File: config.mk
export PLATFORM = sky130hd
export DESIGN_NAME = up_exec_core
export DESIGN_NICKNAME = d
export VERILOG_FILES = /design/src/rtl/up_exec_core.sv
export SDC_FILE = /design/constraint.sdc
export NUM_CORES = 1
export LEC_CHECK = 0
export CAP_MARGIN = 0
export CORE_MARGIN = 3
export CORE_UTILIZATION = 26
export DETAILED_ROUTE_END_ITERATION = 7
export GPL_TIMING_DRIVEN = 0
export MAX_ROUTING_LAYER = met4
export PLACE_DENSITY_LB_ADDON = 0.05
export SETUP_SLACK_MARGIN = 0.3
export SLEW_MARGIN = 5
export SYNTH_ARGS = -nofsm -noshare
export SYNTH_HDL_FRONTEND = slang
export SYNTH_SLANG_ARGS = --single-unit
File: constraint.sdc
create_clock -name clk -period 4.94 [get_ports clk]
set_input_delay 0.741 -clock clk [delete_from_list [all_inputs] [get_ports clk]]
set_output_delay 0.741 -clock clk [all_outputs]
set_load 0.02 [all_outputs]
File: src/rtl/up_exec_core.sv
// up_exec_core: executes ROM control words on a 4x8 register bank, accumulator A and carry flag CY.
// Optional single-step gating is enabled by defining UP_STEP_EN (adds the step input).
`timescale 1ns/1ps

`ifndef LD
`define LD  3'b000
`endif
`ifndef ADD
`define ADD 3'b001
`endif
`ifndef SUB
`define SUB 3'b010
`endif
`ifndef NOT
`define NOT 3'b011
`endif
`ifndef AND
`define AND 3'b100
`endif
`ifndef ST
`define ST  3'b101
`endif

module up_exec_core #(
   parameter logic [7:0] R0_INIT = 8'd0,
   parameter logic [7:0] R1_INIT = 8'd1,
   parameter logic [7:0] R2_INIT = 8'd2,
   parameter logic [7:0] R3_INIT = 8'd4
) (
   input  logic       clk,
   input  logic       rst,
   input  logic       start,
`ifdef UP_STEP_EN
   input  logic       step,
`endif
   output logic [4:0] addr,
   input  logic [3:0] RegAddr,
   input  logic [2:0] ALUCode,
   input  logic       Reg_CE,
   input  logic       CY_CE,
   input  logic       A_CE,
   input  logic       ResetCY,
   output logic [7:0] acc,
   output logic       cy,
   output logic       busy,
   output logic       halted,
   output logic       err
);

   typedef enum logic [1:0] {
      ST_IDLE,
      ST_RUN,
      ST_HALT
   } state_t;

   state_t     state_q, state_d;
   logic [4:0] pc_q, pc_d;
   logic [7:0] a_q, a_d;
   logic       cy_q, cy_d;
   logic       err_q, err_d;
   logic [7:0] r_q [4];
   logic [7:0] r_d [4];

   logic [1:0] sel;
   logic       onehot;
   logic       halt_word;
   logic       illegal_word;
   logic       step_ok;
   logic       is_arith;
   logic [7:0] opnd;
   logic [8:0] sum9;
   logic [8:0] diff9;
   logic [7:0] alu_a;
   logic       alu_c;

`ifdef UP_STEP_EN
   assign step_ok = step;
`else
   assign step_ok = 1'b1;
`endif

   always_comb begin
      sel    = 2'd0;
      onehot = 1'b1;
      case (RegAddr)
         4'b0001: sel = 2'd0;
         4'b0010: sel = 2'd1;
         4'b0100: sel = 2'd2;
         4'b1000: sel = 2'd3;
         default: onehot = 1'b0;
      endcase
   end

   // A halt encoding takes precedence over the illegal-select check
   assign halt_word    = (ALUCode == 3'b111) || (RegAddr == 4'b1111);
   assign illegal_word = !onehot && !halt_word;
   assign is_arith     = (ALUCode == `ADD) || (ALUCode == `SUB);
   assign opnd         = r_q[sel];

   // Subtraction borrow appears in bit 8 of the 9-bit wrapped difference
   assign sum9  = {1'b0, a_q} + {1'b0, opnd} + {8'd0, cy_q};
   assign diff9 = {1'b0, a_q} - {1'b0, opnd} - {8'd0, cy_q};

   always_comb begin
      alu_a = a_q;
      alu_c = 1'b0;
      case (ALUCode)
         `LD:     alu_a = opnd;
         `ADD:    {alu_c, alu_a} = sum9;
         `SUB:    {alu_c, alu_a} = diff9;
         `NOT:    alu_a = ~a_q;
         `AND:    alu_a = a_q & opnd;
         default: alu_a = a_q;
      endcase
   end

   always_comb begin
      state_d = state_q;
      pc_d    = pc_q;
      a_d     = a_q;
      cy_d    = cy_q;
      err_d   = err_q;
      r_d     = r_q;
      case (state_q)
         ST_RUN: begin
            if (step_ok) begin
               if (halt_word) begin
                  state_d = ST_HALT;
               end else if (illegal_word) begin
                  err_d   = 1'b1;
                  state_d = ST_HALT;
               end else begin
                  if (A_CE) a_d = alu_a;
                  if (ResetCY) cy_d = 1'b0;
                  else if (CY_CE && is_arith) cy_d = alu_c;
                  if (Reg_CE) r_d[sel] = a_q;
                  if (pc_q == 5'd31) state_d = ST_HALT;
                  else pc_d = pc_q + 5'd1;
               end
            end
         end
         default: begin
            if (start) begin
               pc_d    = '0;
               err_d   = 1'b0;
               state_d = ST_RUN;
            end
         end
      endcase
   end

   always_ff @(posedge clk or posedge rst) begin
      if (rst) begin
         state_q <= ST_IDLE;
         pc_q    <= '0;
         a_q     <= '0;
         cy_q    <= 1'b0;
         err_q   <= 1'b0;
         r_q[0]  <= R0_INIT;
         r_q[1]  <= R1_INIT;
         r_q[2]  <= R2_INIT;
         r_q[3]  <= R3_INIT;
      end else begin
         state_q <= state_d;
         pc_q    <= pc_d;
         a_q     <= a_d;
         cy_q    <= cy_d;
         err_q   <= err_d;
         r_q     <= r_d;
      end
   end

   assign addr   = pc_q;
   assign acc    = a_q;
   assign cy     = cy_q;
   assign err    = err_q;
   assign busy   = (state_q == ST_RUN);
   assign halted = (state_q == ST_HALT);

endmodule
Word-level counts from Yosys, hierarchy flattened
Cells that the tools add are included.
- output and inout bits: 17
- bits of input ports: 14
- logic and storage cells: 83
- register bits: 49
- eq/ne operators: 18
- bitwise gates (word level): 5
- magnitude comparators: 2
- muxes and demuxes: 26
- add/subtract/negate cells: 5
- reductions and logical operators: 18
- operator list (operator ; count):
    $pmux W8 S5 ; 1
    $bwmux W32 ; 1
    $mux W5 ; 5
    $mux W8 ; 3
    $bmux W8 S2 ; 1
    $demux W8 S2 ; 1
    $reduce_and A4 Y1 ; 3
    $mux W2 ; 5
    $add A8 B8 Y9 ; 1
    $add A9 B1 Y9 ; 1
    $sub A8 B8 Y9 ; 1
    $sub A9 B1 Y9 ; 1
    $and A8 B8 Y8 ; 1
    $eq A4 B4 Y1 const B ; 2
    $not A8 Y8 ; 1
    $mux W1 ; 7
    $eq A3 B2 Y1 const B ; 2
    $eq A3 B3 Y1 const B ; 2
    $ne A2 B2 Y1 const B ; 3
    $pmux W2 S3 ; 1
    $add A5 B1 Y5 const B ; 1
    $eq A5 B5 Y1 const B ; 1
    $reduce_and A5 Y1 ; 1
    $reduce_bool A5 Y1 ; 1
    21 further kinds ; 27

Depth between registers and ports, before layout
- depth in word-level cells: 11
- gate-level depth with buffers: 15

Worst setup path before layout
No wires, ideal clock.
- kind: input to register
- from: input RegAddr[3]
- to: register a_q[6] (netlist: acc[6])
- arrival: 3.488 ns
- data required time: 4.811 ns
- slack: 1.323 ns
- stages: 15
- cells stage by stage: and2b_1 nor3_1 a211oi_2 o21ai_1 xnor2_1 ha_1 o21bai_1 inv_1 fa_1 a21boi_0 o31ai_1 nor2b_1 xnor2_1 a221oi_1 o31ai_1
- word-level cells in the longest chain between the ends: 9
- ends and longest elaborated chain (what ; line ; source):
    from (decl) ; 37 ; input logic [3:0] RegAddr,
    $eq A4 B4 Y1 (tied with other cells) ; 85 ; case (RegAddr)
    $pmux W2 S3 ; 85 ;
    $not A2 Y3 (not written as such) ; 98 ; assign opnd = r_q[sel];
    $bmux W8 S2 ; 98 ;
    $mux W8 (not written as such) (2 in a row) ; 98 ;
    $sub A8 B8 Y9 or $add A8 B8 Y9 (tied branches) ; 102, 101 ;
    $sub A9 B1 Y9 or $add A9 B1 Y9 (tied branches) ; 102, 101 ;
    $pmux W8 S5 ; 107 ; case (ALUCode)
    to (signal assigned) ; 156 ; a_q <= '0;
    to (signal assigned) ; 166 ; a_q <= a_d;
    to (decl) ; 58 ; logic [7:0] a_q, a_d;
Parallel ways exist; a longest one is shown, timed or not. The select of a mux whose other input is x is not followed.
A chain may end at the register's enable or synchronous reset.

Worst setup path after layout
- from: input RegAddr[3]
- to: register a_q[7] (netlist: acc[7])
The elaborated chain is that of the path after synthesis.

==> metrics.md <==
| Metric | Value |
|---|---|
| Async SR Flop Fraction | 1.00 |
| Delay-heaviest family, CP | compound AO/OA/AOI/OAI gates |
| # placed instances | roughly 600 |
| First-pass GRT wire length | ~17 mm |
| Initial antenna violation count | 0 |
| Worst IR Drop VDD | approximately 140 uV |
| Syn nets | 442 |
| Primary FF master, synth | dfrtp_1 |
| Fmax | around 230 MHz |
| Via count | 2947 |
| Post-detail-place hpwl | a little over 8 mm |
| # nets final | about 480 |
| Final WS setup | about 500 ps |
| Num rows | 41 |
| CTS max path bufs | 2 |
| Syn_area_per_cell | ~8.5 um^2 |
| Die X | between 100 and 150 um |
| WP buf/inv | 4 |
| Max-slew violation count | 0 |
| Grt ovf | 0 |
| CTS Hold Bufs | 0 |
| Setup violations, final | 0 |
| Reg area | approximately 0.0012 mm^2 |
| Worst EP arrival | 4610 ps |
| Vias per Instance | about 4.8 |
| MaxCap Viol Count | 0 |
| Number of synthesized flops with an enable pin | 0 |
| Fin crit share | 0.899 |
| Vias in the first global route | between 2000 and 3000 |
| Core area | roughly 0.013 mm^2 |
| DRC | 0 |
| Clock root buffer | clkbuf_16 |
| Most frequent cells in the layout | 67 x nand2_1, 47 x o21ai_0, 46 x dfrtp_1, 31 x inv_1, 29 x clkdlybuf4s50_1 |
| Hold path startpoint | r_q[24] |
| Largest net degree at the start of global routing | 31 |
| WL/cell | about 17 um |
| Share of layout cells above drive strength 1 | 0.0795 |
| Worst-Skew Late Latency | 290 ps |
| Largest stage delay, worst path | roughly 610 ps |
| CP cell instances | clkdlybuf4s50_1 > and2b_1 > nor3_2 > a211oi_4 > buf_4 > buf_4 > o221a_2 > ha_1 > inv_1 > ha_1 > nand4_1 > a21oi_1 > a311oi_1 > xor2_1 > o221ai_1 > a22o_1 |
| Die area | approximately 0.015 mm^2 |
| Final hold vios | 0 |
| Finished Cell Area | about 0.0041 mm^2 |
| Gr usage total | 0.151 |
| Detailed Route Iter0 Violations | 160 |
| Fin Clk Skew | ~5.6 ps |
| Initial core utilization | 0.268 |
| Worst-margin pin slew | 723 ps |
| Critical Path End Type | register |
| Fillers | approximately 1400 |
| Clk sink count | 49 |
| Leak | roughly 0.0017 uW |
| Ant diodes | 0 |
| Drt total wl | between 10 and 15 mm |
| Setup WS pre-CTS | -167 ps |
| Status | complete, no violations |
| Min Tclk post-route | 4440 ps |
| Num CTS Buffers | 5 |
| # H-tree levels | 2 |
| Cells after Synth | 400 |
| Seq/Total Area, Yosys | 0.360 |
| Port Buffers | 29 |
| Boundary Pins | 31 |
| Synthesis-stage register bit count | 49 |
| Routed Antenna Nets | 0 |
| Crit path max-delay cell type | clkdlybuf4s50_1 |
| CP startpoint | RegAddr[3] |
| Final GP Congestion | roughly 0.84 |
| Data required, critical path | 5120 ps |
| Commonest non-fill, non-tap cell in the layout | nand2_1 |
| Cell area power density | about 530 mW/mm^2 |
| CP Class | input pin to register |
| Synth cell types | 58 |
| TritonCTS clock tree | built |
| Worst Hold Class | register to register |
| RSZ-0062 raised after global routing | yes |
| Area grow syn2layout | 21.0% |
| Worst r2r src | r_q[8] |
| Area of the multi-input gates | 0.00203 mm^2 |
| Max_slew headroom | 0.517 |
| Synth warn | 0 |
| Die H | about 120 um |
| Pre-antenna DRT Iters | 5 |
| CTS clk-pin slew, worst paths | 70 ps |
| Mapped cell area | between 0.003 and 0.004 mm^2 |
| Startpoint types | input pin |
| Placed Area | about 0.004 mm^2 |
| CP max FO | 9 |
| Final Non-Filler Cells | 612 |
[what timing repair did]
action | 4_1_cts | 5_1_grt
setup buffers | 0 | 2
setup endpoints to repair | 3 | 3
resized for setup | 2 | 3
pin swaps | 1 | 1
[final cells by class]
cell class	count	share of cell area
buffer	13	0.0121
clock buffer	5	0.0303
clock inverter	3	0.00515
inverter	33	0.0300
multi-input combinational	305	0.492
sequential	49	0.298
tap	172	0.0521
timing repair buffer	32	0.0806
[through the flow]
stage	hold slack, ps	total power, uW	setup TNS [ps]	util
2_1_floorplan	450	1480	0	-
3_3_place_gp	463	1870	-258	0.308
3_5_place_dp	472	1870	-269	0.310
4_1_cts	488	2230	0	0.322
5_1_grt	514	2420	0	0.325
6_report	479	2210	0	0.325
[worst paths after layout]
kind / end / slack [ps] / cells past startpoint
worst max-delay path: acc[7] / 500 / 16
min in group asynchronous: addr[2] / 890 / 2
worst min-delay path: r_q[24] / 480 / 2
worst min register to register: r_q[24] / 480 / 2
worst max register to register: acc[6] / 1710 / 14
max in group asynchronous: r_q[29] / 3490 / 3
[synth_stat cells (6+ instances only)]
library cell,number,area [um^2]
ha_1,25,313
nor2b_1,6,37.5
o22ai_1,13,81.3
xor2_1,6,52.6
clkbuf_1,10,37.5
o221a_2,7,78.8
xnor2_1,12,105
o21ai_0,47,235
nand2b_1,13,81.3
nand2_1,67,251
o31ai_1,6,45.0
dfrtp_1,46,1150
a21oi_1,17,85.1
nor2_1,23,86.3
inv_1,32,120
[power breakdown]
part | total (uW) | switching, uW | internal [uW]
clock | 347 | 158 | 189
combinational | 1230 | 706 | 528
sequential | 626 | 102 | 524
total | 2210 | 966 | 1240
[state kept, by name, indices dropped and copies added, names as in the netlist]
register  cells
addr          5
cy            1
state_q       2
r_q          32
acc           8
err           1
[kinds of logic after synthesis]
family | synth area share
and+or+nand+nor | 0.178
AOI/OAI and AO/OA | 0.249
DFF | 0.360
buffers and inverters | 0.0510
adders and majority gates | 0.109
xor gates and xnor gates | 0.0462
muxes | 0.00623
[tightest hold or removal path, delay by kind of cell (launching register included)]
| kind | cells | cell delay (ps) |
|---|---|---|
| simple gates | 1 | 40 |
| compound gates | 1 | 60 |
| flops | 1 | 340 |
[per-layer routing]
layer  routed length [um]  global-route usage  part of all wire  vias to the layer above
li1                     -                   -                 -                     1489
met1                 5180               0.218              0.51                     1402
met2                 4640               0.233              0.45                       49
met3                  363              0.0206             0.035                        7
met4                   52              0.0191            0.0051                        0
met5                    0                   -                 0                        -
(Power assumes the default switching activity.)
